## config.mk

```make
export PLATFORM = sky130hd
export DESIGN_NAME = pc_sequencer
export DESIGN_NICKNAME = d
export VERILOG_FILES = /design/src/rtl/pc_sequencer.sv
export SDC_FILE = /design/constraint.sdc
export NUM_CORES = 1
export LEC_CHECK = 0
export CAP_MARGIN = 30
export CORE_ASPECT_RATIO = 0.7
export CORE_MARGIN = 2
export CORE_UTILIZATION = 60
export DETAILED_ROUTE_END_ITERATION = 8
export DONT_BUFFER_PORTS = 1
export GPL_TIMING_DRIVEN = 0
export PLACE_DENSITY = 0.76
export SLEW_MARGIN = 20
export SYNTH_ARGS = -nofsm -noshare
export SYNTH_HDL_FRONTEND = slang
export SYNTH_SLANG_ARGS = --single-unit
```

## constraint.sdc

```tcl
create_clock -name clk -period 8.31 [get_ports clk]
set_input_delay 1.662 -clock clk [delete_from_list [all_inputs] [get_ports clk]]
set_output_delay 1.662 -clock clk [all_outputs]
set_load 0.02 [all_outputs]
```

## src/rtl/pc_sequencer.sv

```systemverilog
// Fetch-side program counter with sequential/branch/jump next-PC selection
// and an exception redirect that inserts one squash bubble.
//
// state | meaning
// BOOT  | first cycle out of reset, fetch bubble, PC held at RESET_VECTOR
// RUN   | normal fetch, instruction may commit, PC advances every edge
// TRAP  | squash bubble after an exception redirect, PC held at EXC_VECTOR
module pc_sequencer #(
  parameter logic [31:0] RESET_VECTOR = 32'h0000_0000,
  parameter logic [31:0] EXC_VECTOR   = 32'h0000_0180,
  parameter int          CNT_W        = 8
) (
  input  logic             clk,
  input  logic             reset,
  input  logic             Stall,
  input  logic [1:0]       Jump,
  input  logic             Branch,
  input  logic             BranchNot,
  input  logic             Zero,
  input  logic             Exception,
  input  logic [15:0]      Imm16,
  input  logic [25:0]      Target26,
  input  logic [31:0]      RegA,
  output logic [31:0]      PC,
  output logic [31:0]      PCPlus4,
  output logic             InstrValid,
  output logic [31:0]      EPC,
  output logic             ExcTaken,
  output logic [CNT_W-1:0] ExcCount
);

  typedef enum logic [1:0] {
    BOOT = 2'd0,
    RUN  = 2'd1,
    TRAP = 2'd2
  } state_t;

  state_t           state, state_nxt;
  logic [31:0]      pc_q, pc_nxt;
  logic [31:0]      epc_q, epc_nxt;
  logic [CNT_W-1:0] exc_cnt_q, exc_cnt_nxt;
  logic             exc_taken_q, exc_taken_nxt;
  logic [31:0]      pc_plus4;
  logic [31:0]      br_offset;
  logic             br_taken;

  assign pc_plus4  = pc_q + 32'd4;
  assign br_offset = {{14{Imm16[15]}}, Imm16, 2'b00};
  assign br_taken  = (Jump == 2'b01) && Branch && (Zero ^ BranchNot);

  always_ff @(posedge clk or posedge reset) begin
    if (reset) begin
      state       <= BOOT;
      pc_q        <= RESET_VECTOR;
      epc_q       <= 32'h0000_0000;
      exc_cnt_q   <= '0;
      exc_taken_q <= 1'b0;
    end else begin
      state       <= state_nxt;
      pc_q        <= pc_nxt;
      epc_q       <= epc_nxt;
      exc_cnt_q   <= exc_cnt_nxt;
      exc_taken_q <= exc_taken_nxt;
    end
  end

  always_comb begin
    state_nxt     = state;
    pc_nxt        = pc_q;
    epc_nxt       = epc_q;
    exc_cnt_nxt   = exc_cnt_q;
    exc_taken_nxt = 1'b0;
    if (!Stall) begin
      case (state)
        BOOT: state_nxt = RUN;
        TRAP: state_nxt = RUN;
        RUN: begin
          if (Exception) begin
            pc_nxt        = EXC_VECTOR;
            epc_nxt       = pc_q;
            exc_taken_nxt = 1'b1;
            state_nxt     = TRAP;
            if (exc_cnt_q != {CNT_W{1'b1}})
              exc_cnt_nxt = exc_cnt_q + {{(CNT_W-1){1'b0}}, 1'b1};
          end else if (Jump == 2'b11) begin
            pc_nxt = RegA;
          end else if (Jump == 2'b10) begin
            pc_nxt = {pc_plus4[31:28], Target26, 2'b00};
          end else if (br_taken) begin
            pc_nxt = pc_plus4 + br_offset;
          end else begin
            pc_nxt = pc_plus4;
          end
        end
        default: state_nxt = BOOT;
      endcase
    end
  end

  assign PC         = pc_q;
  assign PCPlus4    = pc_plus4;
  assign InstrValid = (state == RUN);
  assign EPC        = epc_q;
  assign ExcTaken   = exc_taken_q;
  assign ExcCount   = exc_cnt_q;

endmodule

```

### Word level (Yosys, flattened, before mapping)

Index checks and enable logic that the tools add are counted.

* word-level logic and storage cells: 34
* bits in registers: 75

* bitwise gates (word level): 2
* reductions and logical operators: 8
* muxes and demuxes: 9
* equal/unequal tests: 7
* add/sub/neg operators: 3

Operator list (count)
* 32-bit two-way mux: 4
* 32-bit by 3-bit adder with 32-bit output (second input constant): 1
* 32-bit adder: 1
* 8-bit by 1-bit adder with 8-bit output (second input constant): 1
* 8-bit != test (second input constant): 1
* 2-bit equality test (second input constant): 3
* 2-bit by 1-bit equality test with 1-bit output (second input constant): 2
* 2-bit case mux with 2 select lines: 1
* 2-bit AND reduction: 2
* 4-bit AND reduction: 1
* 1-bit two-way mux: 3
* 3-bit AND reduction: 1
* 1-bit logical AND: 2
* 2-bit zero test: 1
* 2-bit two-way mux: 1
* 2-bit != test (second input constant): 1
* 2-bit OR reduction: 1
* 1-bit NOT: 1
* 1-bit XOR: 1

### Longest topological paths before layout

Gate-level depths: netlist of the first run.

* depth after elaboration: 7
* gate-level depth with buffers: 16
* depth with buffers taken out: 16

### Worst setup path after synthesis of the first run

OpenSTA, ideal clock, no wires.

* path kind: reg-to-reg
* from: register pc_q[2], in the netlist PC[2]
* to: register pc_q[28], in the netlist PC[28]
* cell stages (with the launch flop): 16
* buffers on the path: 1
* period minus slack after synthesis: 4071 ps
* arrival time: 3945 ps
* required time: 8184 ps
* path slack: 4239 ps
* setup time: 126 ps
* cell sequence: dfrtp_1 > ha_1 > and3_1 > nand3_1 > or3_1 > inv_1 > nand2_1 > xnor2_1 > ha_1 > clkbuf_1 > and3_1 > a221oi_1 > o221ai_1 > o31a_1 > mux2i_1 > a221o_1

* cells in the longest elaborated chain, start to end: 6

Ends and longest elaborated chain
* start, declared: RTL line 39 `logic [31:0] pc_q, pc_nxt;`
* start signal, assigned: RTL line 60 `pc_q <= pc_nxt;`
* 32-bit by 3-bit adder with 32-bit output: RTL line 47 `assign pc_plus4 = pc_q + 32'd4;`
* named net PCPlus4[24]: RTL line 25 `output logic [31:0] PCPlus4,`
* 32-bit adder: RTL line 90 `pc_nxt = pc_plus4 + br_offset;`
* 32-bit two-way mux: RTL line 89 `end else if (br_taken) begin`
* 32-bit two-way mux: RTL line 87 `end else if (Jump == 2'b10) begin`
* 32-bit two-way mux: RTL line 85 `end else if (Jump == 2'b11) begin`
* 32-bit two-way mux: RTL line 78 `if (Exception) begin`

The timed path passes the listed nets, and every way through them passes these cells.
A chain may end at the register's enable or synchronous reset.

### Final worst setup path of the first run

Same ends and word-level chain as after synthesis.

==> results.json, run 1 <==
{
  "clock.fmax_mhz": 195,
  "grt-ovfl-total": 0,
  "synthTopCellsByArea": "dfrtp_1 (33%), ha_1 (7.9%), mux2_2 (7.3%)",
  "yosys.area.top_type": "dfrtp_1",
  "layout-drive-gt1-share_pct": 11.2,
  "vdd_ir_drop_max_uv": 221,
  "synth_nets": 755,
  "area_growth_pct": 9.26,
  "skew_ns": 0.00979,
  "finalInstanceArea_um2": 6260,
  "vias_per_cell": 6.81,
  "antenna_found_initial": 1,
  "synth-main-ff-cell": "dfrtp_1",
  "num_rows": 29,
  "path_clk_slew_ns": 0.06,
  "cts_sinks": 75,
  "critPathKind": "register to register",
  "crit_fanout": 8,
  "routed_wl_mm": 18.9,
  "r2r_setup_slack_ns": 3.19,
  "cp-start-kind": "register",
  "io_pins": 189,
  "numCtsBuffers": 9,
  "hold_buffers": 0,
  "synth_cell_types": 60,
  "netlist_instances": 635,
  "wl_per_cell_um": 24.3,
  "rsz0062_at_grt": "no",
  "drt_iter0_drc": 593,
  "status": "completed",
  "place_congestion": 0.946,
  "placed_cells": 760,
  "worst_pin_slew_ns": 0.947,
  "clockRootBuffer": "clkbuf_16",
  "placed_cell_area_um2": 5910,
  "hold_violations": 0,
  "max_slew_margin_pct": 36.9,
  "endpoint_kind": "register",
  "cp.arrival_ns": 5.34,
  "seq_area_frac_synth_pct": 32.8,
  "place_hpwl_mm": 13.6,
  "track_usage_pct": 36.5,
  "p_per_area_nw_per_um2": 291,
  "ant_nets": 0,
  "cp.required_ns": 8.53,
  "grt_pass1_vias": 5238,
  "cts_resized": 0,
  "n_fill_cell": 763,
  "synth_top_cell_area_share_pct": 32.8,
  "yosys_warnings": 0,
  "drc_errors": 0,
  "io_buffers": 0,
  "drtPass1Iterations": 5,
  "ys_async_sr_fraction_pct": 100,
  "post-route-util_pct": 68.2,
  "grt_pass1_wl_mm": 28.9,
  "core_um2": 9180,
  "dr_total_vias": 5292,
  "hold_class": "register to register",
  "synth-edff-count": 0,
  "syn_avg_cell_area_um2": 9.02,
  "ys_ff_latch": 75,
  "power.leakage_uw": 0.00280,
  "postCtsSetupRepairBufs": 0,
  "final_nets": 767,
  "clkLatencyLatePin_ns": 0.35,
  "finalPower_uw": 1820,
  "clockBufferDepth": 2,
  "grt_max_degree": 56,
  "synth_area_um2": 5730,
  "tritoncts": "yes",
  "setup_viol": 0,
  "instances_no_fill": 777,
  "period_minus_slack_ns": 5.12,
  "period_share_pct": 61.6,
  "finalMaxSlewViolations": 0,
  "initial_utilization_pct": 62.4,
  "tns_ns": 0,
  "die_w_um": 121,
  "h-tree-depth": 3,
  "maxCapViolCount": 0,
  "die_h_um": 85.8,
  "dieArea_um2": 10400
}
==> logic make-up (layout without fill, tap and decap cells) <==
| family | count (synthesis) | count (layout) | synth area share [%] |
|---|---|---|---|
| muxes | 58 | 58 | 10.9 |
| DFF | 75 | 75 | 32.8 |
| buffers and inverters | 49 | 66 | 3.45 |
| other | 0 | 1 | 0 |
| adders and majority gates | 37 | 37 | 8.21 |
| and+or+nand+nor | 178 | 178 | 15.3 |
| AOI/OAI and AO/OA | 181 | 181 | 20.5 |
| xor gates and xnor gates | 57 | 57 | 8.84 |
==> per-layer routing <==
metal | GRT usage [%] | part of all wire [%] | up-vias | routed length [um]
met5 | 0 | 0 | - | 0
met1 | 48.8 | 42 | 2550 | 7880
li1 | - | - | 2346 | -
met4 | 13.4 | 2.4 | 0 | 455
met2 | 56.2 | 44 | 352 | 8360
met3 | 11.0 | 12 | 44 | 2170
==> path summary, 6_finish.rpt <==
path / depth (start not counted) / from / end
max: 15 / PC[2] / PC[28]
min: 1 / state[0] / state[0]
max reg2reg: 15 / PC[2] / PC[28]
min reg2reg: 1 / state[0] / state[0]
max in group asynchronous: 2 / reset / EPC[25]
min in group asynchronous: 1 / reset / EPC[2]
==> report_power, final <==
group	internal [uW]	switching, uW
registers	466	250
logic	259	388
clock network	294	166
==> cell usage after synthesis, types with 3 or more instances <==
cell type / count
a21o_1: 12
nand2_1: 58
and2_1: 3
nand4_1: 11
buf_1: 3
mux2i_1: 21
nand3_1: 16
inv_1: 20
or3_1: 5
xnor2_1: 35
nor3_1: 5
a31o_2: 4
o221ai_1: 5
ha_1: 36
clkbuf_1: 21
dfrtp_1: 75
nand2b_1: 8
o211ai_1: 6
a31oi_1: 7
buf_4: 3
o22ai_1: 5
o21ai_0: 40
a22o_1: 5
a21boi_0: 3
nor2b_1: 10
and3_1: 12
mux2_2: 37
a32o_1: 5
o21a_1: 4
o31ai_1: 3
a211oi_1: 7
or2_2: 3
nor2_1: 38
a22oi_1: 4
a21oi_1: 52
xor2_1: 21
==> critical path, stage by stage, from the launching register on <==
cell      delay (ns)
dfrtp_1         0.60
ha_1            0.29
and3_1          0.35
nand3_1         0.26
or3_1           0.57
inv_1           0.14
nand2_1         0.08
xnor2_1         0.57
ha_1            0.35
clkbuf_1        0.19
and3_1          0.25
a221oi_1        0.27
o221ai_1        0.29
o31a_1          0.36
mux2i_1         0.15
a221o_1         0.28
==> cell usage in the layout (no fill, tap or decap), types with 4 or more instances in the layout <==
cell	Yosys	layout
dfrtp_1	75	75
nand2_1	58	58
a21oi_1	52	52
o21ai_0	40	40
nor2_1	38	38
mux2_2	37	37
ha_1	36	36
xnor2_1	35	35
clkbuf_1	21	22
mux2i_1	21	21
xor2_1	21	21
inv_1	20	19
nand3_1	16	16
and3_1	12	12
a21o_1	12	12
nand4_1	11	11
nor2b_1	10	10
clkbuf_16	0	9
nand2b_1	8	8
a31oi_1	7	7
a211oi_1	7	7
o211ai_1	6	6
nor3_1	5	5
o22ai_1	5	5
a32o_1	5	5
a22o_1	5	5
o221ai_1	5	5
or3_1	5	5
o21a_1	4	4
a31o_2	4	4
a22oi_1	4	4
==> stage by stage <==
stage	worst slack (ns)	hold WS (ns)
2_1_floorplan	4.24	0.443
3_3_place_gp	3.34	0.452
3_5_place_dp	3.33	0.466
4_1_cts	3.30	0.477
5_1_grt	3.05	0.506
6_report	3.19	0.479
==> sequential cells by signal, indices dropped and copies added, names as in the netlist <==
name and cells:
state 2, PC 32, ExcCount 8, EPC 32, ExcTaken 1
==> area by class of cell <==
class / instances / area, um2 / share of cell area [%]
Buffer: 29 / 123 / 1.96
Timing Repair Buffer: 1 / 27.5 / 0.440
Sequential cell: 75 / 1880 / 30.0
Antenna cell: 1 / 2.50 / 0.0400
Inverter: 20 / 77.6 / 1.24
Multi-Input combinational cell: 511 / 3650 / 58.4
Clock buffer: 10 / 229 / 3.66
Tap cell: 124 / 155 / 2.48
Clock inverter: 6 / 114 / 1.82
Note: power is estimated with default switching activity, not from simulation.
==> inputs of run 2 (changes only) <==
--- a/config.mk
+++ b/config.mk
@@ -8,11 +8,11 @@
 export CAP_MARGIN = 30
 export CORE_ASPECT_RATIO = 0.7
 export CORE_MARGIN = 2
-export CORE_UTILIZATION = 60
+export CORE_UTILIZATION = 59
 export DETAILED_ROUTE_END_ITERATION = 8
 export DONT_BUFFER_PORTS = 1
 export GPL_TIMING_DRIVEN = 0
-export PLACE_DENSITY = 0.76
+export PLACE_DENSITY = 0.78
 export SLEW_MARGIN = 20
 export SYNTH_ARGS = -nofsm -noshare
 export SYNTH_HDL_FRONTEND = slang
==> constraint.sdc (replaced) <==
create_clock -name clk -period 4.59 [get_ports clk]
set_input_delay 0.918 -clock clk [delete_from_list [all_inputs] [get_ports clk]]
set_output_delay 0.918 -clock clk [all_outputs]
set_load 0.02 [all_outputs]
==> results.json, run 2 (synthesis gave the netlist of run 1 again) <==
{
  "layout-drive-gt1-share_pct": 14.2,
  "cts_sinks": 75,
  "cp.arrival_ns": 4.67,
  "vias_per_cell": 6.83,
  "crit_fanout": 6,
  "finalPower_uw": 3220,
  "setup_viol": 0,
  "die_h_um": 86.4,
  "dieArea_um2": 10500,
  "finalMaxSlewViolations": 0,
  "place_congestion": 0.939,
  "rsz0062_at_grt": "no",
  "clockRootBuffer": "clkbuf_16",
  "clkLatencyLatePin_ns": 0.35,
  "initial_utilization_pct": 59.9,
  "clockBufferDepth": 2,
  "intPower_uw": 1770,
  "numCtsBuffers": 9,
  "hold_class": "input port to async pin",
  "ant_nets": 0,
  "area_growth_pct": 10.3,
  "track_usage_pct": 35.4,
  "n_antenna_cell": 0,
  "wl_per_cell_um": 23.7,
  "fin_ws_ns": 0.161,
  "status": "completed",
  "instances_no_fill": 781,
  "final_nets": 768,
  "core_um2": 9570,
  "dr_total_vias": 5338,
  "p_comb_share_pct": 36.9,
  "cp.required_ns": 4.83,
  "n_fill_cell": 808,
  "drt_iter0_drc": 435,
  "tns_ns": 0,
  "num_rows": 30,
  "postCtsSetupRepairBufs": 0,
  "worst_pin_slew_ns": 0.788,
  "grt_pass1_vias": 5243,
  "grt_pass1_wl_mm": 28.2,
  "skew_ns": 0.00613,
  "die_w_um": 122,
  "place_ws_ns": -0.338,
  "pwr-share-clk_pct": 22.9,
  "p_switching_uw": 1460,
  "drtPass1Iterations": 5,
  "grt-ovfl-total": 0,
  "layout_common_cells": "dfrtp_1 (68), nand2_1 (58), a21oi_1 (52), o21ai_0 (40), nor2_1 (38)",
  "placed_cell_area_um2": 5910,
  "drc_errors": 0,
  "vdd_ir_drop_max_uv": 306,
  "p_per_area_nw_per_um2": 510,
  "tritoncts": "yes",
  "placed_cells": 764,
  "power_frac_seq_pct": 40.3,
  "power.leakage_uw": 0.00283,
  "maxCapViolCount": 0,
  "max_slew_margin_pct": 47.1,
  "clock.fmax_mhz": 226,
  "h-tree-depth": 3,
  "grt_max_degree": 40,
  "switching_share_pct": 45.2,
  "antenna_found_initial": 0,
  "period_minus_slack_ns": 4.43,
  "routed_wl_mm": 18.5,
  "hold_violations": 0,
  "io_buffers": 0,
  "period_share_pct": 96.5,
  "final_common_cell": "dfrtp_1",
  "finalInstanceArea_um2": 6320,
  "path_clk_slew_ns": 0.06,
  "cp-start-kind": "register",
  "endpoint_kind": "register",
  "place_hpwl_mm": 13.8,
  "io_pins": 189,
  "critPathKind": "register to register"
}
[run 2: changes by cell type in the layout (fill, tap and decap cells not counted), moves of 2 or more]
cell,change
xor2_2,+2
dfrtp_2,+7
xnor2_2,+4
clkinv_2,+2
bufinv_16,-2
xnor2_1,-5
xor2_1,-2
dfrtp_1,-7
[run 2: metrics by stage]
step | util [%] | hold WS, ns
floorplan | - | 0.443
global placement | 61.5 | 0.451
detailed placement | 61.8 | 0.466
CTS | 65.5 | 0.474
global route | 66.0 | 0.491
finish | 66.0 | 0.460
[run 2: layout make-up]
class                           count  area (um2)  area share, %
Multi-Input combinational cell    511        3740           59.1
Clock buffer                       10         239           3.78
Timing Repair Buffer                2        35.0          0.554
Inverter                           20        77.6           1.23
Clock inverter                      6        63.8           1.01
Sequential cell                    75        1890           29.8
Tap cell                          128         160           2.53
Buffer                             29         123           1.94
[run 2: power by group through the flow]
| stage | Combinational, uW | Clock (uW) | Sequential [uW] |
|---|---|---|---|
| global route | 1290 | 762 | 1330 |
| floorplan | 916 | 0 | 1240 |
| finish | 1190 | 737 | 1300 |
| CTS | 1160 | 741 | 1300 |
| global placement | 1090 | 0 | 1290 |
| detailed placement | 1130 | 0 | 1300 |
[run 2: layer usage]
| metal | share of wire [%] | up-vias | global-route usage (%) |
|---|---|---|---|
| met5 | 0 | - | 0 |
| met3 | 13 | 64 | 13.0 |
| li1 | - | 2353 | - |
| met4 | 3.0 | 0 | 14.8 |
| met2 | 43 | 367 | 52.5 |
| met1 | 41 | 2554 | 46.9 |
[run 2: critical path, stage by stage, from the launching register on]
cell and delay (ns):
dfrtp_1 0.52, and3_1 0.27, and3_2 0.27, nand3_2 0.16, nor2_1 0.23, xor2_2 0.41
ha_1 0.40, a21oi_1 0.18, o21ai_0 0.19, a311oi_1 0.40, o2bb2ai_1 0.20, a211oi_1 0.13
o31ai_1 0.34, xnor2_1 0.14, and3_1 0.21, o41ai_2 0.27
[run 2: path summary, 6_finish.rpt]
check                      startpoint  slack [ns]  depth (start not counted)          end
max reg2reg                    PC[10]        0.16                         15       PC[31]
min                             reset        0.46                          1  ExcCount[7]
min in group clk             state[0]        0.48                          1     state[0]
max                            PC[10]        0.16                         15       PC[31]
max in group asynchronous       reset        3.54                          2        PC[2]
min reg2reg                  state[0]        0.48                          1     state[0]
[run 2: repair_timing]
item                       4_1_cts  5_1_grt
pin swaps                        0        0
gates resized for setup         10        9
hold buffers                     0        0
setup endpoints to repair        4        4
hold endpoints to repair         0        0
